`config.mk`:
```
export PLATFORM = sky130hd
export DESIGN_NAME = dtc_result_window_flat
export DESIGN_NICKNAME = d
export VERILOG_FILES = /design/src/rtl/dtc_result_window_if.sv /design/src/rtl/dtc_result_window.sv /design/src/flat_wrapper.sv
export SDC_FILE = /design/constraint.sdc
export NUM_CORES = 1
export LEC_CHECK = 0
export ABC_AREA = 1
export CELL_PAD_IN_SITES_DETAIL_PLACEMENT = 0
export CELL_PAD_IN_SITES_GLOBAL_PLACEMENT = 2
export CORE_MARGIN = 1
export CORE_UTILIZATION = 31
export CTS_CLUSTER_SIZE = 20
export DETAILED_ROUTE_END_ITERATION = 7
export PLACE_DENSITY = 0.79
export SKIP_LAST_GASP = 1
export SLEW_MARGIN = 0
export SYNTH_ARGS = -nofsm -noshare
export SYNTH_HDL_FRONTEND = slang
export SYNTH_SLANG_ARGS = --single-unit
```
`constraint.sdc`:
```
create_clock -name clk -period 4.3 [get_ports clk]
set_input_delay 1.075 -clock clk [delete_from_list [all_inputs] [get_ports clk]]
set_output_delay 1.075 -clock clk [all_outputs]
set_load 0.01 [all_outputs]
```
`src/rtl/dtc_result_window_if.sv`:
```
// dtc_result_window_if
//   Handshake bundle for the decision-tree result window.
//   Input side : in_valid / in_ready / in_class, plus flush (early window close).
//   Output side: out_valid / out_ready / out_class / out_count / out_len,
//                and out_tie only when DTC_TIE_FLAG_EN is defined.
//   Modports   : slave  - the window block (accepts samples, presents results)
//                master - the environment (produces samples, consumes results)
//
//   Handshake semantics (both channels): a transfer happens on a rising clk
//   edge where valid && ready are both 1. A producer holding valid keeps its
//   data stable until the transfer; ready may be asserted without valid.
interface dtc_result_window_if #(
  parameter int WIN = 16,
  localparam int CNT_W = $clog2(WIN + 1)
);
  logic             in_valid;
  logic             in_ready;
  logic             in_class;
  logic             flush;
  logic             out_valid;
  logic             out_ready;
  logic             out_class;
  logic [CNT_W-1:0] out_count;
  logic [CNT_W-1:0] out_len;
`ifdef DTC_TIE_FLAG_EN
  logic             out_tie;
`endif

  modport slave (
    input  in_valid, in_class, flush, out_ready,
    output in_ready, out_valid, out_class, out_count, out_len
`ifdef DTC_TIE_FLAG_EN
    , output out_tie
`endif
  );

  modport master (
    output in_valid, in_class, flush, out_ready,
    input  in_ready, out_valid, out_class, out_count, out_len
`ifdef DTC_TIE_FLAG_EN
    , input out_tie
`endif
  );
endinterface

```
`src/rtl/dtc_result_window.sv`:
```
// dtc_result_window
//   Accumulates 1-bit classifier predictions over a window of WIN samples and
//   presents a registered majority decision, ones-count and window length.
//   A window closes when the WIN-th sample is accepted, or early on flush when
//   it holds at least one sample. The result is held until the consumer takes
//   it; no samples are accepted meanwhile (one bubble per window).
//
//   Ports:
//     clk       - rising-edge clock
//     rst_n     - synchronous active-low reset
//     bus       - dtc_result_window_if.slave (sample input, flush, result output)
//     dbg_state - current FSM state (0 = ACCUM, 1 = HOLD)
//
//   Optional feature macro: DTC_TIE_FLAG_EN adds out_tie (2*ones == samples).
//   Ties always resolve to out_class = 0.
module dtc_result_window #(
  parameter int WIN = 16,
  localparam int CNT_W = $clog2(WIN + 1)
) (
  input  logic                    clk,
  input  logic                    rst_n,
  dtc_result_window_if.slave      bus,
  output logic                    dbg_state
);

  typedef enum logic {ACCUM = 1'b0, HOLD = 1'b1} state_t;

  state_t           state, state_nxt;
  logic [CNT_W-1:0] n_cnt, ones_cnt;
  logic [CNT_W-1:0] n_nxt, ones_nxt;
  logic             accept, close;
  logic             majority;
  logic             r_class;
  logic [CNT_W-1:0] r_count, r_len;
`ifdef DTC_TIE_FLAG_EN
  logic             tie;
  logic             r_tie;
`endif

  // Counts including the sample taken this cycle; never exceed WIN because
  // reaching WIN closes the window and clears the counters.
  assign n_nxt    = n_cnt + CNT_W'(accept);
  assign ones_nxt = ones_cnt + CNT_W'(accept && bus.in_class);

  // Compare 2*ones against n one bit wider so the doubling cannot overflow.
  assign majority = ({ones_nxt, 1'b0} > {1'b0, n_nxt});
`ifdef DTC_TIE_FLAG_EN
  assign tie      = ({ones_nxt, 1'b0} == {1'b0, n_nxt});
`endif

  // FSM next state and handshake outputs.
  always_comb begin
    state_nxt    = state;
    accept       = 1'b0;
    close        = 1'b0;
    bus.in_ready  = 1'b0;
    bus.out_valid = 1'b0;
    case (state)
      ACCUM: begin
        bus.in_ready = 1'b1;
        accept       = bus.in_valid;
        // A flush on an empty window (nothing held, nothing arriving) is dropped.
        close = (accept && (n_nxt == CNT_W'(WIN))) ||
                (bus.flush && (n_nxt != '0));
        if (close) state_nxt = HOLD;
      end
      HOLD: begin
        bus.out_valid = 1'b1;
        if (bus.out_ready) state_nxt = ACCUM;
      end
      default: state_nxt = ACCUM;
    endcase
  end

  always_ff @(posedge clk) begin
    if (!rst_n) state <= ACCUM;
    else        state <= state_nxt;
  end

  // Counters and result registers.
  always_ff @(posedge clk) begin
    if (!rst_n) begin
      n_cnt    <= '0;
      ones_cnt <= '0;
      r_class  <= 1'b0;
      r_count  <= '0;
      r_len    <= '0;
`ifdef DTC_TIE_FLAG_EN
      r_tie    <= 1'b0;
`endif
    end else if (close) begin
      n_cnt    <= '0;
      ones_cnt <= '0;
      r_class  <= majority;
      r_count  <= ones_nxt;
      r_len    <= n_nxt;
`ifdef DTC_TIE_FLAG_EN
      r_tie    <= tie;
`endif
    end else if (accept) begin
      n_cnt    <= n_nxt;
      ones_cnt <= ones_nxt;
    end
  end

  assign bus.out_class = r_class;
  assign bus.out_count = r_count;
  assign bus.out_len   = r_len;
`ifdef DTC_TIE_FLAG_EN
  assign bus.out_tie   = r_tie;
`endif
  assign dbg_state     = state;

endmodule

```
`src/flat_wrapper.sv`:
```
// flat-port wrapper written by rule: the top's interface ports become plain ports
module dtc_result_window_flat 
#(
  parameter int WIN = 16,
  localparam int CNT_W = $clog2(WIN + 1)
)
  (clk, rst_n, dbg_state, bus_in_valid, bus_in_class, bus_flush, bus_out_ready, bus_in_ready, bus_out_valid, bus_out_class, bus_out_count, bus_out_len);
  dtc_result_window_if #(.WIN(WIN)) bus_i ();
  input  logic clk;
  input  logic rst_n;
  output logic dbg_state;
  input wire logic [$bits(bus_i.in_valid)-1:0] bus_in_valid;
  input wire logic [$bits(bus_i.in_class)-1:0] bus_in_class;
  input wire logic [$bits(bus_i.flush)-1:0] bus_flush;
  input wire logic [$bits(bus_i.out_ready)-1:0] bus_out_ready;
  output wire logic [$bits(bus_i.in_ready)-1:0] bus_in_ready;
  output wire logic [$bits(bus_i.out_valid)-1:0] bus_out_valid;
  output wire logic [$bits(bus_i.out_class)-1:0] bus_out_class;
  output wire logic [$bits(bus_i.out_count)-1:0] bus_out_count;
  output wire logic [$bits(bus_i.out_len)-1:0] bus_out_len;
  assign bus_i.in_valid = bus_in_valid;
  assign bus_i.in_class = bus_in_class;
  assign bus_i.flush = bus_flush;
  assign bus_i.out_ready = bus_out_ready;
  assign bus_in_ready = bus_i.in_ready;
  assign bus_out_valid = bus_i.out_valid;
  assign bus_out_class = bus_i.out_class;
  assign bus_out_count = bus_i.out_count;
  assign bus_out_len = bus_i.out_len;
  dtc_result_window #(.WIN(WIN)) u_core (.clk(clk), .rst_n(rst_n), .bus(bus_i), .dbg_state(dbg_state));
endmodule
```
==> results of run 1 <==
## through the flow
stage	cells	utilization [%]
3_3_place_gp	229	38.76
6_report	233	40.26
4_1_cts	233	40.26
5_1_grt	233	40.26
2_1_floorplan	164	-
3_5_place_dp	229	38.76
## worst max-delay path: stages
cell and delay (ns):
clkdlybuf4s50_1 0.50, nand2_1 0.08, inv_1 0.30, ha_1 0.26, ha_1 0.23, nand3_1 0.10, nand2_1 0.07, nand2_1 0.10
ha_1 0.30, a21oi_1 0.15, o21ai_0 0.10, o21ai_0 0.07, nand2_1 0.07, nor2_1 0.10, nor2_1 0.05
## state kept, by name (all words and copies together) (netlist names)
name,flops
u_core.bus.out_class,1
u_core.bus.out_count,5
u_core.bus.out_len,5
u_core.dbg_state,1
u_core.n_cnt,5
u_core.ones_cnt,5
## how the worst max path moves through the flow
stage,slack (ns),endpoint
after CTS,0.95,u_core.bus.out_class$_SDFFE_PN0P_
after global routing,0.73,u_core.bus.out_class$_SDFFE_PN0P_
after detailed placement,0.66,u_core.bus.out_class$_SDFFE_PN0P_
after global placement,0.69,u_core.bus.out_class$_SDFFE_PN0P_
final,0.92,u_core.bus.out_class$_SDFFE_PN0P_
after floorplan,1.23,u_core.bus.out_class$_SDFFE_PN0P_
## cell usage after synthesis
master and number:
nand3_2 1, a21boi_0 1, a21oi_1 12, nand3_4 1
ha_1 8, o21ai_0 2, nand4_1 2, dfxtp_1 22
nand2_2 3, buf_2 2, nor2_1 23, clkinv_4 1
inv_1 19, xor2_1 3, buf_4 1, or2_2 1
nand2_1 37, nand2_4 2, nand3_1 16, nor2_4 1
inv_2 2, nor2_2 4
## final cells by class
cell class | instances | area, µm² | share of cell area, %
multi-input combinational | 117 | 633.1 | 42.95
sequential | 22 | 440.4 | 29.88
inverter | 22 | 87.58 | 5.942
clock buffer | 4 | 55.05 | 3.735
timing repair buffer | 20 | 197.7 | 13.41
tap | 48 | 60.06 | 4.075
## power groups by stage
stage / clock [W] / sequential, W / combinational, W
finish: 0.000151 / 0.000239 / 0.000195
detailed placement: 0 / 0.000244 / 0.000198
floorplan: 0 / 0.000254 / 0.000111
global placement: 0 / 0.000243 / 0.000197
CTS: 0.000159 / 0.000240 / 0.000198
global route: 0.000167 / 0.000242 / 0.000222
## metal layers
metal,up-vias,routed length (µm),track usage [%]
li1,558,-,-
met1,479,1305,18.02
met2,17,1169,24.60
met3,5,67,2.717
met4,0,49,6.818
met5,-,0,0
## logic make-up after synthesis
logic type,Yosys count
simple gates,91
buf+inv,25
flops,22
compound gates,15
fa+ha+maj,8
xor+xnor,3
==> results.sh, run 1 <==
export IMPL_status="complete, no violations"
export IMPL_peakVddDrop_mv=0.1606
export IMPL_hold_depth=2
export IMPL_synth_top_cells_by_area="dfxtp_1, nand2_1, ha_1"
export IMPL_grt_util_all_layers_pct=14.71
export IMPL_layout_setup_ws_ns=0.9189
export IMPL_setup_tns_final_ns=0
export IMPL_cts_tree="yes"
export IMPL_start_util_pct=32.19
export IMPL_end_kind="register"
export IMPL_area_delta_synth_final_pct=25.05
export IMPL_syn_avg_cell_area_um2=7.187
export IMPL_whs_ns=0.4704
export IMPL_synthesis_instances=164
export IMPL_worst_r2r_endpoint="u_core.bus.out_class$_SDFFE_PN0P_"
export IMPL_post_dp_hpwl_mm=1.987
export IMPL_port_buffers=19
export IMPL_cp_data_required_time_ns=4.47
export IMPL_grt_setup_unrepaired="false"
export IMPL_core_rowCount=22
export IMPL_cts_hold_buf=0
export IMPL_ant_nets=0
export IMPL_grt_pass1_wl_mm=4.623
export IMPL_cts_resized_gates=0
export IMPL_pwr_share_comb_pct=33.3
export IMPL_antenna_cells=0
export IMPL_first_pass_iters=4
export IMPL_grt_pass1_vias=1027
export IMPL_routed_via_density=4.545
export IMPL_hold_end="u_core.bus.out_count[0]$_SDFFE_PN0P_"
export IMPL_power_leakage_nw=0.6452
export IMPL_ys_ff_latch=22
export IMPL_boundaryPins=20
export IMPL_clk_pin_slew_ns=0.08
export IMPL_finClkSkew_ns=0.001116
export IMPL_die_x_um=63.66
export IMPL_fp_coreArea_um2=3661
export IMPL_grt_max_degree=14
export IMPL_hold_start="u_core.bus.out_count[0]$_SDFFE_PN0P_"
export IMPL_p_per_area_nw_per_um2=397.0
export IMPL_overflow=0
export IMPL_switching_share_pct=32.38
export IMPL_switchingPower_w=0.0001894
export IMPL_clock_power_share_pct=25.8
export IMPL_clock_root_buffer="clkbuf_8"
export IMPL_drt_iter0_markers=45
export IMPL_drc=0
export IMPL_wire_per_inst_um=11.12
export IMPL_routed_wl_mm=2.592
export IMPL_synthAdderAreaFrac_pct=8.493
export IMPL_synth_distinct_cells=22
export IMPL_rrSetupSlack_ns=1.74
export IMPL_syn_area_um2=1179
export IMPL_drive_gt1_share_pct=11.35
export IMPL_hold_viol=0
export IMPL_setup_viol=0
export IMPL_hp_class="register to register"
export IMPL_synth_compound_area_share_pct=6.582
export IMPL_post_cts_setup_buffers=0
export IMPL_syn_nets=178
export IMPL_timing_fmax_ghz=0.2958
export IMPL_synth_top_cell_area_share_pct=37.37
export IMPL_clk_latency_ns=0.27
export IMPL_final_nets=200
export IMPL_synth_top_family_by_area="simple AND/OR/NAND/NOR gates"
export IMPL_p_seq_share_pct=40.9
export IMPL_fillers=397
export IMPL_vias=1059
export IMPL_p_total_w=0.0005851
export IMPL_antenna_found_initial=0
export IMPL_start_kind="input pin"
export IMPL_yosys_area_top_type="dfxtp_1"
export IMPL_finalCritPeriodShare_pct=78.63
export IMPL_slew_headroom_pct=65.80
export IMPL_p_int_w=0.0003956
export IMPL_critPathMaxFanout=13
export IMPL_placed_area_um2=1419
export IMPL_synth_xor_area_share_pct=2.229
export IMPL_drv_cap=0
export IMPL_synth_simple_area_share_pct=36.41
export IMPL_r2r_start="u_core.dbg_state$_SDFF_PN0_"
export IMPL_htreeDepth=1
export IMPL_finalWeightedCongestion=0.7875
export IMPL_yosys_mux_area_fraction_pct=0
export IMPL_r2r_cells=15
export IMPL_crit_type="input pin to register"
export IMPL_die_h_um=63.66
export IMPL_yosys_warnings=0
export IMPL_place_ws_ns=0.6591
export IMPL_dieArea_um2=4053
export IMPL_critPathLaunch="bus_in_valid"
export IMPL_clock_path_buffers=2
export IMPL_worstMarginPinSlew_ns=0.5113
export IMPL_ys_seq_area_share_pct=37.37
export IMPL_period_needed_ns=3.381
export IMPL_maxSlewViolCount=0
export IMPL_cts_made_buffers=3
export IMPL_layout_commonest_cell="nand2_1"
export IMPL_cts_sinks=22
export IMPL_fin_area_um2=1474
export IMPL_mostFrequentLayoutCells="nand2_1, nor2_1, dfxtp_1"
export IMPL_cp_arrival_ns=3.55
No activity file was read; power rests on OpenSTA's default activity.
==> run 2, diff against run 1 <==
--- a/config.mk
+++ b/config.mk
@@ -9,10 +9,10 @@
 export CELL_PAD_IN_SITES_DETAIL_PLACEMENT = 0
 export CELL_PAD_IN_SITES_GLOBAL_PLACEMENT = 2
 export CORE_MARGIN = 1
-export CORE_UTILIZATION = 31
+export CORE_UTILIZATION = 29
 export CTS_CLUSTER_SIZE = 20
 export DETAILED_ROUTE_END_ITERATION = 7
-export PLACE_DENSITY = 0.79
+export PLACE_DENSITY = 0.74
 export SKIP_LAST_GASP = 1
 export SLEW_MARGIN = 0
 export SYNTH_ARGS = -nofsm -noshare
==> constraint.sdc (replaced) <==
create_clock -name clk -period 3.35 [get_ports clk]
set_input_delay 0.8375 -clock clk [delete_from_list [all_inputs] [get_ports clk]]
set_output_delay 0.8375 -clock clk [all_outputs]
set_load 0.01 [all_outputs]
==> results.sh, run 2 (synthesis gave the netlist of run 1 again) <==
export IMPL_cts_tree="yes"
export IMPL_grt_pass1_vias=1020
export IMPL_hp_class="register to register"
export IMPL_area_delta_synth_final_pct=28.34
export IMPL_drt_iter0_markers=54
export IMPL_start_util_pct=31.25
export IMPL_post_dp_hpwl_mm=1.985
export IMPL_grt_pass1_wl_mm=4.422
export IMPL_cts_sinks=22
export IMPL_hold_end="u_core.n_cnt[0]$_SDFFE_PP0P_"
export IMPL_drive_gt1_share_pct=12.77
export IMPL_power_leakage_nw=0.6680
export IMPL_hold_start="u_core.n_cnt[0]$_SDFFE_PP0P_"
export IMPL_peakVddDrop_mv=0.1730
export IMPL_slew_headroom_pct=68.86
export IMPL_cp_data_required_time_ns=3.52
export IMPL_worstMarginPinSlew_ns=0.4656
export IMPL_dieArea_um2=4323
export IMPL_antenna_cells=0
export IMPL_hold_viol=0
export IMPL_timing_fmax_ghz=0.3409
export IMPL_antenna_found_initial=0
export IMPL_core_rowCount=22
export IMPL_p_per_area_nw_per_um2=536.6
export IMPL_period_needed_ns=2.934
export IMPL_ant_nets=0
export IMPL_grt_util_all_layers_pct=13.81
export IMPL_placed_area_um2=1441
export IMPL_fin_area_um2=1513
export IMPL_drv_cap=0
export IMPL_drc=0
export IMPL_htreeDepth=1
export IMPL_critPathSlowestCell="clkdlybuf4s50_1"
export IMPL_first_pass_iters=4
export IMPL_p_total_w=0.0008118
export IMPL_mostFrequentLayoutCells="nand2_1, nor2_1, dfxtp_1"
export IMPL_clk_latency_ns=0.27
export IMPL_place_inst=232
export IMPL_crit_type="input pin to register"
export IMPL_maxSlewViolCount=0
export IMPL_rrSetupSlack_ns=0.96
export IMPL_clock_root_buffer="clkbuf_8"
export IMPL_finalWeightedCongestion=0.7522
export IMPL_cp_slowest_stage_delay_ns=0.44
export IMPL_start_kind="input pin"
export IMPL_cts_hold_buf=0
export IMPL_layout_commonest_cell="nand2_1"
export IMPL_finClkSkew_ns=0.002975
export IMPL_hold_depth=2
export IMPL_die_h_um=65.75
export IMPL_setup_tns_final_ns=0
export IMPL_clk_pin_slew_ns=0.08
export IMPL_wire_per_inst_um=10.92
export IMPL_final_nets=203
export IMPL_grt_setup_unrepaired="false"
export IMPL_worst_r2r_endpoint="u_core.bus.out_class$_SDFFE_PN0P_"
export IMPL_cts_made_buffers=3
export IMPL_fillers=406
export IMPL_port_buffers=19
export IMPL_routed_via_density=4.521
export IMPL_die_x_um=65.75
export IMPL_r2r_cells=16
export IMPL_routed_wl_mm=2.576
export IMPL_stdcell_count=236
export IMPL_boundaryPins=20
export IMPL_finalCritPeriodShare_pct=87.57
export IMPL_setup_viol=0
export IMPL_overflow=0
export IMPL_end_kind="register"
export IMPL_post_cts_setup_buffers=0
export IMPL_r2r_start="u_core.dbg_state$_SDFF_PN0_"
export IMPL_cp_cell_sequence="clkdlybuf4s50_1 -> nand2_1 -> inv_1 -> ha_1 -> ha_1 -> inv_1 -> nand2_1 -> nand2_2 -> inv_1 -> ha_1 -> a21oi_1 -> o21ai_0 -> o21ai_0 -> nand2_1 -> nor2_1 -> nor2_1"
export IMPL_fp_coreArea_um2=3771
export IMPL_clock_path_buffers=2
export IMPL_critPathMaxFanout=6
export IMPL_cts_resized_gates=0
export IMPL_cp_arrival_ns=3.10
export IMPL_status="complete, no violations"
export IMPL_vias=1067
export IMPL_grt_max_degree=14
==> run 2: cell count changes in the layout (fill, tap and decap cells not counted), sizes merged <==
cell    previous run  this run
buf                1         4
bufinv             0         1
clkbuf             4         3
==> run 2: report_power, final <==
group          switching (W)  leakage, nW  internal, W
Clock              0.0000929       0.0357     0.000160
Combinational       0.000138        0.453     0.000114
Sequential         0.0000154        0.179     0.000292
Total               0.000247        0.668     0.000565
==> run 2: through the flow <==
step / utilization (%) / setup slack [ns] / hold WS (ns)
2_1_floorplan: - / 0.5198 / 0.4446
3_3_place_gp: 38.22 / 0.1669 / 0.4516
3_5_place_dp: 38.22 / 0.1291 / 0.4613
4_1_cts: 40.11 / 0.4041 / 0.4728
5_1_grt: 40.11 / 0.2081 / 0.4980
6_report: 40.11 / 0.4164 / 0.4749
==> run 2: how the worst max path moves through the flow <==
| stage | startpoint | endpoint | cells past startpoint |
|---|---|---|---|
| 2_1_floorplan | bus_in_valid | u_core.bus.out_class$_SDFFE_PN0P_ | 16 |
| 3_3_place_gp | bus_in_valid | u_core.bus.out_class$_SDFFE_PN0P_ | 14 |
| 3_5_place_dp | bus_in_valid | u_core.bus.out_class$_SDFFE_PN0P_ | 15 |
| 4_1_cts | bus_in_valid | u_core.bus.out_class$_SDFFE_PN0P_ | 15 |
| 5_1_grt | bus_in_valid | u_core.bus.out_class$_SDFFE_PN0P_ | 15 |
| 6_report | bus_in_valid | u_core.bus.out_class$_SDFFE_PN0P_ | 16 |
==> run 2: area by class of cell <==
| type | instances | area (µm²) | area share [%] |
|---|---|---|---|
| tap | 48 | 60.06 | 3.970 |
| inverter | 22 | 87.58 | 5.790 |
| clock buffer | 3 | 41.29 | 2.730 |
| multi-input combinational | 117 | 633.1 | 41.85 |
| sequential | 22 | 440.4 | 29.11 |
| clock inverter | 1 | 30.03 | 1.985 |
| timing repair buffer | 23 | 220.2 | 14.56 |
==> run 2: layer usage <==
metal | track usage, % | vias to the layer above | wire length [µm]
met5 | 0 | - | 0
met4 | 8.152 | 0 | 68
met3 | 2.083 | 5 | 83
met2 | 22.70 | 20 | 1166
met1 | 16.83 | 475 | 1258
li1 | - | 567 | -
==> run 2: critical path, delay by kind of cell <==
kind	cells	cell delay [ns]
buf+inv	4	0.67
fa+ha+maj	3	0.75
compound gates	3	0.26
simple gates	6	0.59
==> run 3, diff against run 2 <==
--- a/config.mk
+++ b/config.mk
@@ -6,10 +6,10 @@
 export NUM_CORES = 1
 export LEC_CHECK = 0
 export ABC_AREA = 1
-export CELL_PAD_IN_SITES_DETAIL_PLACEMENT = 0
-export CELL_PAD_IN_SITES_GLOBAL_PLACEMENT = 2
+export CELL_PAD_IN_SITES_DETAIL_PLACEMENT = 1
+export CELL_PAD_IN_SITES_GLOBAL_PLACEMENT = 1
 export CORE_MARGIN = 1
-export CORE_UTILIZATION = 29
+export CORE_UTILIZATION = 37
 export CTS_CLUSTER_SIZE = 20
 export DETAILED_ROUTE_END_ITERATION = 7
 export PLACE_DENSITY = 0.74
==> results.sh, run 3 (synthesis gave the netlist of run 1 again) <==
export IMPL_ant_nets=0
export IMPL_grt_util_all_layers_pct=18.67
export IMPL_stdcell_count=230
export IMPL_drive_gt1_share_pct=11.83
export IMPL_mostFrequentLayoutCells="nand2_1, nor2_1, dfxtp_1"
export IMPL_wire_per_inst_um=12.22
export IMPL_vias=1102
export IMPL_post_dp_hpwl_mm=2.190
export IMPL_clock_root_buffer="clkbuf_4"
export IMPL_slew_headroom_pct=67.98
export IMPL_timing_fmax_ghz=0.3309
export IMPL_crit_type="input pin to register"
export IMPL_grt_max_degree=14
export IMPL_period_needed_ns=3.022
export IMPL_finClkSkew_ns=0.01002
export IMPL_r2r_cells=16
export IMPL_p_per_area_nw_per_um2=525.8
export IMPL_fp_coreArea_um2=3028
export IMPL_core_rowCount=20
export IMPL_rrSetupSlack_ns=0.80
export IMPL_finalCritPeriodShare_pct=90.20
export IMPL_critPathMaxFanout=6
export IMPL_start_kind="input pin"
export IMPL_post_cts_setup_buffers=0
export IMPL_grt_setup_unrepaired="false"
export IMPL_cts_tree="yes"
export IMPL_peakVddDrop_mv=0.1985
export IMPL_finalWeightedCongestion=0.7860
export IMPL_cts_resized_gates=0
export IMPL_path_depth=16
export IMPL_grt_pass1_wl_mm=4.850
export IMPL_htreeDepth=1
export IMPL_boundaryPins=20
export IMPL_cts_sinks=22
export IMPL_cp_slowest_stage_delay_ns=0.44
export IMPL_port_buffers=19
export IMPL_antenna_found_initial=0
export IMPL_area_delta_synth_final_pct=25.05
export IMPL_cp_arrival_ns=3.26
export IMPL_crit_path_end="u_core.bus.out_class$_SDFFE_PN0P_"
export IMPL_busiest_layer="met2"
export IMPL_end_kind="register"
export IMPL_cts_hold_buf=0
export IMPL_layout_commonest_cell="nand2_1"
export IMPL_grt_pass1_vias=1115
export IMPL_setup_viol=0
export IMPL_routed_via_density=4.791
export IMPL_place_inst=226
export IMPL_clk_latency_ns=0.32
export IMPL_status="complete, no violations"
export IMPL_r2r_start="u_core.dbg_state$_SDFF_PN0_"
export IMPL_cp_data_required_time_ns=3.59
export IMPL_power_leakage_nw=0.6493
export IMPL_critPathLaunch="bus_in_valid"
export IMPL_cp_cell_sequence="clkdlybuf4s50_1 -> nand2_1 -> inv_1 -> ha_1 -> ha_1 -> inv_1 -> nand2_1 -> nand2_2 -> inv_1 -> ha_1 -> a21oi_1 -> o21ai_0 -> o21ai_0 -> nand2_1 -> nor2_1 -> nor2_1"
export IMPL_path_buf_inv=4
export IMPL_p_total_w=0.0007749
export IMPL_drv_cap=0
export IMPL_start_util_pct=38.93
export IMPL_critPathSlowestCell="clkdlybuf4s50_1"
export IMPL_grt_met2_usage_pct=31.69
export IMPL_worst_r2r_endpoint="u_core.bus.out_class$_SDFFE_PN0P_"
export IMPL_setup_tns_final_ns=0
export IMPL_die_x_um=58.44
export IMPL_clk_pin_slew_ns=0.14
export IMPL_use_met1_pct=23.58
export IMPL_cts_made_buffers=3
export IMPL_drt_iter0_markers=18
export IMPL_drc=0
export IMPL_first_pass_iters=4
export IMPL_clock_path_buffers=2
export IMPL_die_h_um=58.44
export IMPL_maxSlewViolCount=0
export IMPL_dieArea_um2=3415
export IMPL_cpLargestDelayFamily="adder cells"
export IMPL_grt_use_met3_pct=2.198
export IMPL_hold_viol=0
export IMPL_antenna_cells=0
export IMPL_routed_wl_mm=2.810
export IMPL_worstMarginPinSlew_ns=0.4788
export IMPL_hp_class="register to register"
export IMPL_final_nets=201
export IMPL_overflow=0
==> run 3: cell types whose count changed in the layout (fill, tap and decap cells not counted) <==
cell	previous run	this run
clkbuf_4	0	3
clkbuf_8	3	0
buf_4	4	2
==> run 3: layout make-up <==
type	instances	area [µm²]
fillers	393	1554
flip-flops and latches	22	440.4
clock inverters	1	30.03
well taps	44	55.05
multi-input cells	117	633.1
inverters	22	87.58
clock buffers	3	22.52
repair buffers	21	205.2
==> run 3: stage by stage <==
step           cell area (µm²)  worst slack (ns)  hold slack (ns)  utilization (%)
5_1_grt                   1474            0.1494           0.5116            48.68
4_1_cts                   1474            0.3465           0.4835            48.68
3_3_place_gp              1421            0.1793           0.4524            46.94
6_report                  1474            0.3284           0.4807            48.68
3_5_place_dp              1421           0.01780           0.4603            46.94
2_1_floorplan             1179            0.5198           0.4446                -
==> run 3: how the worst min path moves through the flow <==
stage,slack [ns],cells after the start,startpoint,endpoint
finish,0.48,2,u_core.ones_cnt[0]$_SDFFE_PP0P_,u_core.ones_cnt[0]$_SDFFE_PP0P_
global route,0.51,2,u_core.ones_cnt[0]$_SDFFE_PP0P_,u_core.ones_cnt[0]$_SDFFE_PP0P_
CTS,0.48,2,u_core.n_cnt[0]$_SDFFE_PP0P_,u_core.n_cnt[0]$_SDFFE_PP0P_
detailed placement,0.46,2,u_core.bus.out_count[0]$_SDFFE_PN0P_,u_core.bus.out_count[0]$_SDFFE_PN0P_
global placement,0.45,2,u_core.bus.out_count[1]$_SDFFE_PN0P_,u_core.bus.out_count[1]$_SDFFE_PN0P_
floorplan,0.44,2,u_core.n_cnt[0]$_SDFFE_PP0P_,u_core.n_cnt[0]$_SDFFE_PP0P_
==> run 3: worst reg2reg max path, stage by stage (launching register included) <==
cell and delay [ns]:
dfxtp_1 0.37, inv_1 0.12, nand2_1 0.21, inv_1 0.10
ha_1 0.25, ha_1 0.24, inv_1 0.07, nand2_1 0.06
nand2_2 0.11, inv_1 0.07, ha_1 0.31, a21oi_1 0.15
o21ai_0 0.09, o21ai_0 0.08, nand2_1 0.08, nor2_1 0.11
nor2_1 0.05
==> run 3: power breakdown <==
part	leakage [nW]	total [W]	internal, W	switching (W)
Combinational	0.442	0.000257	0.000113	0.000144
Sequential	0.179	0.000307	0.000292	0.0000151
Clock	0.0279	0.000211	0.000121	0.0000901
==> run 3: metal layers <==
| metal | part of all wire, % | vias up |
|---|---|---|
| li1 | - | 558 |
| met1 | 48 | 517 |
| met2 | 47 | 20 |
| met5 | 0 | - |
| met4 | 2.0 | 0 |
| met3 | 2.8 | 7 |
==> patch 1 (flow settings as in run 2) <==
`WIN` is set to 16 in 3 places; all go to 32.
--- a/src/rtl/dtc_result_window_if.sv
+++ b/src/rtl/dtc_result_window_if.sv
@@ -10,7 +10,7 @@
 //   edge where valid && ready are both 1. A producer holding valid keeps its
 //   data stable until the transfer; ready may be asserted without valid.
 interface dtc_result_window_if #(
-  parameter int WIN = 16,
+  parameter int WIN = 32,
   localparam int CNT_W = $clog2(WIN + 1)
 );
   logic             in_valid;
--- a/src/rtl/dtc_result_window.sv
+++ b/src/rtl/dtc_result_window.sv
@@ -14,7 +14,7 @@
 //   Optional feature macro: DTC_TIE_FLAG_EN adds out_tie (2*ones == samples).
 //   Ties always resolve to out_class = 0.
 module dtc_result_window #(
-  parameter int WIN = 16,
+  parameter int WIN = 32,
   localparam int CNT_W = $clog2(WIN + 1)
 ) (
   input  logic                    clk,
--- a/src/flat_wrapper.sv
+++ b/src/flat_wrapper.sv
@@ -1,7 +1,7 @@
 // flat-port wrapper written by rule: the top's interface ports become plain ports
 module dtc_result_window_flat 
 #(
-  parameter int WIN = 16,
+  parameter int WIN = 32,
   localparam int CNT_W = $clog2(WIN + 1)
 )
   (clk, rst_n, dbg_state, bus_in_valid, bus_in_class, bus_flush, bus_out_ready, bus_in_ready, bus_out_valid, bus_out_class, bus_out_count, bus_out_len);
Interface: changed (resized bus_out_count and bus_out_len); port bits go from 20 to 22. The function was not compared with the original's and may differ.
==> patch 1 against run 2 <==
  * Clock skew is 0.0033 ns higher
  * Sequential cell count grew 4
  * Total power is 7.9% higher
  * Highest routed layer unchanged
  * Area after synthesis rose by 25%
  * Utilization is 1.4 points lower
  * Wire length up 31%
  * Largest power group unchanged
  * Sequential power grew 18%
  * Non-clock buffer count grew 9
  * Setup slack got worse by 0.12 ns
  * Final cell count increased by 25%
  * Design area up 23%
==> patch 1: results (changes against run 2) <==
metric,value,unit,change
final_nets,244,,was 203
cp_max_fo,7,,was 6
reg2reg_slack,0.84,ns,was 0.96 ns
clk_pin_slew,0.09,ns,
grt_use_total,13.9,%,was 13.8%
slowest_stage,clkdlybuf4s50_1,,unchanged
cpPeakStageDelay,0.49,ns,was 0.44 ns
finClkSkew,0.00626,ns,was 0.00297 ns
synthesis.nets,216,,was 178
htreeDepth,1,,unchanged
status,completed,,unchanged
path_delay_family,simple AND/OR/NAND/NOR gates,,was adder cells
dpl.hpwl,2570,um,was 1990 um
ir_drop,252,uV,was 173 uV
numCtsBuffers,3,,unchanged
synthArstFlopShare,0,%,unchanged
io_buffers,21,,was 19
p_leak,0.798,nW,was 0.668 nW
wire_per_inst,11.5,um,was 10.9 um
worstReg2RegStart,u_core.dbg_state,,unchanged
grt_pass1_wl,5660,um,was 4420 um
clockRootBuffer,clkbuf_8,,unchanged
cts_setup_buffers,0,,unchanged
place_ws,-0.00150,ns,was 0.129 ns
dr.pass1.iters,4,,unchanged
hold_depth,2,,unchanged
arrival,3.23,ns,was 3.10 ns
gp_congestion,0.751,,was 0.752
grt_max_degree,19,,was 14
drtIter0Drc,61,,was 54
worstMarginPinSlew,0.598,ns,was 0.466 ns
r2r_end,u_core.bus.out_class,,unchanged
vias_per_cell,4.47,,was 4.52
yosysWarnings,0,,unchanged
diodes,0,,unchanged
hold_end,u_core.n_cnt[0],,unchanged
cts_resized,0,,unchanged
post_route_cells_drive_above_1_share,16.7,%,was 12.8%
ys_top_cells_by_count,"nand2_1 (43), dfxtp_1 (26), nor2_1 (21)",,"was nand2_1 (37), nor2_1 (23), dfxtp_1 (22)"
hp-class,reg2reg,,unchanged
clk_latency,0.28,ns,
synth_top_flop_cell,dfxtp_1,,unchanged
grt_pass1_vias,1265,,"was 1,020"
final.fill_count,529,,was 406
synth_area_leaders,"dfxtp_1 (35%), nand2_1 (11%), ha_1 (8.5%), a21oi_1 (5.8%), nand3_1 (5.4%)",,"was dfxtp_1 (37%), nand2_1 (12%), ha_1 (8.5%), nor2_1 (7.3%), nand3_1 (6.8%)"
ys_seq_area_share,35.2,%,was 37.4%
ys_types,25,,was 22
==> patch 1: changes by cell type in the layout (fill, tap and decap cells not counted), sizes merged, moves of 4 or more <==
cell,run 2,this run
a21oi,12,25
dfxtp,22,26
nand2,42,50
nand3b,0,4
buf,4,11
==> patch 1: cell families (layout without fill, tap and decap cells) <==
group / count (synthesis) / count (layout) / synth area share (%)
and+or+nand+nor: 102 / 102 / 32.9
DFF: 26 / 26 / 35.2
AOI/OAI and AO/OA: 28 / 28 / 11.7
adders and majority gates: 10 / 10 / 8.47
xor gates and xnor gates: 4 / 4 / 2.37
buffers and inverters: 30 / 57 / 9.31
==> patch 1: worst max path at each step <==
stage | endpoint | slack [ns] | from
after CTS | u_core.bus.out_class | 0.28 | bus_in_valid
after floorplan | u_core.bus.out_class | 0.40 | bus_in_valid
after detailed placement | u_core.bus.out_class | -0.001 | bus_in_valid
after global placement | u_core.bus.out_class | 0.06 | bus_in_valid
final | u_core.bus.out_class | 0.30 | bus_in_valid
after global routing | u_core.bus.out_class | 0.03 | bus_in_valid
==> patch 1: layout make-up <==
cell class | instances | area [um^2] | area share (%)
clock buffers | 4 | 55.1 | 2.95
inverters | 21 | 78.8 | 4.23
multi-input cells | 144 | 820 | 44.0
flip-flops and latches | 26 | 520 | 27.9
well taps | 67 | 83.8 | 4.50
repair buffers | 32 | 305 | 16.4
==> patch 1: worst register-to-register path, stage by stage (launching register included) <==
cell and delay, ns:
dfxtp_1 0.42, inv_1 0.09, nand2_1 0.20, nor2_1 0.10, ha_1 0.20, ha_1 0.20, nand3_1 0.10, xor2_1 0.19
inv_1 0.09, ha_1 0.31, inv_1 0.06, nor2_1 0.04, nor2_1 0.07, o21ai_0 0.07, o21ai_0 0.08, inv_1 0.06
nor2_1 0.10, nor2_1 0.05
==> patch 1: per-layer routing <==
| metal | vias up | track usage (%) | wire length (um) |
|---|---|---|---|
| li1 | 695 | - | - |
| met2 | 14 | 23.0 | 1530 |
| met1 | 601 | 17.7 | 1720 |
| met5 | - | 0 | 0 |
| met4 | 0 | 4.49 | 40 |
| met3 | 4 | 3.29 | 88 |
==> patch 1: through the flow <==
step           hold slack (ns)  cell area (um^2)  cells  util [%]  TNS [ns]
6_report                 0.472              1860    294      38.7         0
5_1_grt                  0.514              1860    294      38.7         0
4_1_cts                  0.480              1860    294      38.7         0
3_5_place_dp             0.466              1810    290      37.5  -0.00150
3_3_place_gp             0.456              1810    290      37.5         0
2_1_floorplan            0.440              1480    200         -         0
==> patch 1: where the power goes <==
group          internal [mW]  total, mW  switching [mW]  leakage [nW]
clock                  0.105      0.207           0.102        0.0288
combinational          0.145      0.306           0.161         0.557
sequential             0.344      0.362          0.0186         0.212
==> patch 2 (settings of run 2) <==
Without the edit above. Register the output `dbg_state` once more, without a reset; this adds one clock of latency there. The other outputs are not delayed to match.
--- a/src/rtl/dtc_result_window.sv
+++ b/src/rtl/dtc_result_window.sv
@@ -109,7 +109,9 @@
 `ifdef DTC_TIE_FLAG_EN
   assign bus.out_tie   = r_tie;
 `endif
-  assign dbg_state     = state;
+  always_ff @(posedge clk) begin
+    dbg_state <= state;
+  end
 
 endmodule
 
Function: changed (Yosys sat finds a counterexample within 4 cycles, from zero or initial values and one cycle with rst_n low).
==> patch 2 against run 2 <==
  * Sequential cell count rose by 1
  * Final cell count unchanged
  * Hold slack lost 0.097 ns
  * Critical path type unchanged
  * Wire length up 3.1%
  * Setup slack got worse by 0.0038 ns
  * First-iteration DRC count down 15%
  * Total power fell by 8.4%
  * Area after synthesis grew 1.1%
  * Design area shrank 0.91%
==> patch 2: results (changes against run 2) <==
metric,value,unit,change
rr_worst_depth,15,,was 16
worstReg2RegStart,u_core.state,,was u_core.dbg_state
ys_types,21,,was 22
hp-class,reg2reg,,unchanged
finClkSkew,0.00324,ns,was 0.00297 ns
arrival,3.10,ns,about the same
hold_depth,0,,was 2
synth_area_leaders,"dfxtp_1 (39%), nand2_1 (12%), ha_1 (8.4%), nor2_1 (7.2%), nand3_1 (6.7%)",,"was dfxtp_1 (37%), nand2_1 (12%), ha_1 (8.5%), nor2_1 (7.3%), nand3_1 (6.8%)"
ys_top_cells_by_count,"nand2_1 (37), dfxtp_1 (23), nor2_1 (23)",,"was nand2_1 (37), nor2_1 (23), dfxtp_1 (22)"
grt_max_degree,14,,unchanged
cp_max_fo,5,,was 6
p_leak,0.658,nW,was 0.668 nW
cts_setup_buffers,0,,unchanged
ys_seq_area_share,38.7,%,was 37.4%
drtIter0Drc,46,,was 54
place_ws,0.161,ns,was 0.129 ns
grt_pass1_vias,1058,,"was 1,020"
power.internal,0.503,mW,was 0.565 mW
wire_per_inst,11.3,um,was 10.9 um
grt_pass1_wl,4680,um,was 4420 um
slew_headroom,66.8,%,was 68.9%
ir_drop,177,uV,was 173 uV
gp_congestion,0.781,,was 0.752
fin_ws,0.413,ns,was 0.416 ns
grt_use_total,13.9,%,was 13.8%
post_route_cells_drive_above_1_share,11.7,%,was 12.8%
status,completed,,unchanged
[patch 2: cell types whose count changed after synthesis, sizes merged]
cell,delta
buf,-1
dfxtp,+1
[patch 2: how the worst min path moves through the flow]
| stage | end | from |
|---|---|---|
| 6_report | u_core.dbg_state | u_core.state |
| 5_1_grt | u_core.dbg_state | u_core.state |
| 4_1_cts | u_core.dbg_state | u_core.state |
| 3_5_place_dp | u_core.dbg_state | u_core.state |
| 3_3_place_gp | u_core.dbg_state | u_core.state |
| 2_1_floorplan | u_core.dbg_state | u_core.state |
[patch 2: routing by layer]
layer / vias to the layer above / GRT usage (%) / routed length (um)
met3: 4 / 2.24 / 93
met4: 0 / 4.79 / 32
li1: 562 / - / -
met1: 484 / 18.6 / 1370
met5: - / 0 / 0
met2: 17 / 22.4 / 1160
[patch 2: critical path: stages]
cell             delay, ns
clkdlybuf4s50_1       0.50
nand2_1               0.13
inv_1                 0.11
ha_1                  0.19
ha_1                  0.24
nand3_1               0.10
nand2_1               0.08
nand2_1               0.10
ha_1                  0.31
a21oi_1               0.13
o21ai_0               0.08
o21ai_0               0.08
nand2_1               0.07
nor2_1                0.10
nor2_1                0.05
[patch 2: stage by stage]
stage          hold WS, ns  power, mW  utilization [%]  instances  instance area [um^2]
4_1_cts              0.385      0.761             39.5        236                  1500
3_5_place_dp         0.370      0.583             38.3        232                  1450
6_report             0.378      0.743             39.5        236                  1500
2_1_floorplan        0.393      0.480                -        164                  1190
3_3_place_gp         0.357      0.583             38.3        232                  1450
5_1_grt              0.407      0.806             39.5        236                  1500
[patch 2: power by group through the flow]
stage                     Clock, mW  Sequential, mW  Combinational, mW
after global routing          0.193           0.326              0.287
final                         0.170           0.321              0.252
after global placement            0           0.327              0.256
after CTS                     0.182           0.322              0.256
after detailed placement          0           0.328              0.255
after floorplan                   0           0.341              0.139
[patch 2: layout make-up]
| type | count | area (um^2) |
|---|---|---|
| inverters | 22 | 87.6 |
| flip-flops and latches | 23 | 460 |
| clock buffers | 4 | 45.0 |
| multi-input cells | 117 | 633 |
| repair buffers | 22 | 213 |
| well taps | 48 | 60.1 |
| fillers | 406 | 2300 |
[patch 2: cells by family (layout without fill, tap and decap cells)]
| logic type | Yosys count | after routing | synth area share (%) |
|---|---|---|---|
| compound gates | 15 | 15 | 6.51 |
| xor+xnor | 3 | 3 | 2.21 |
| fa+ha+maj | 8 | 8 | 8.40 |
| buf+inv | 24 | 48 | 8.19 |
| flops | 23 | 23 | 38.7 |
| simple gates | 91 | 91 | 36.0 |
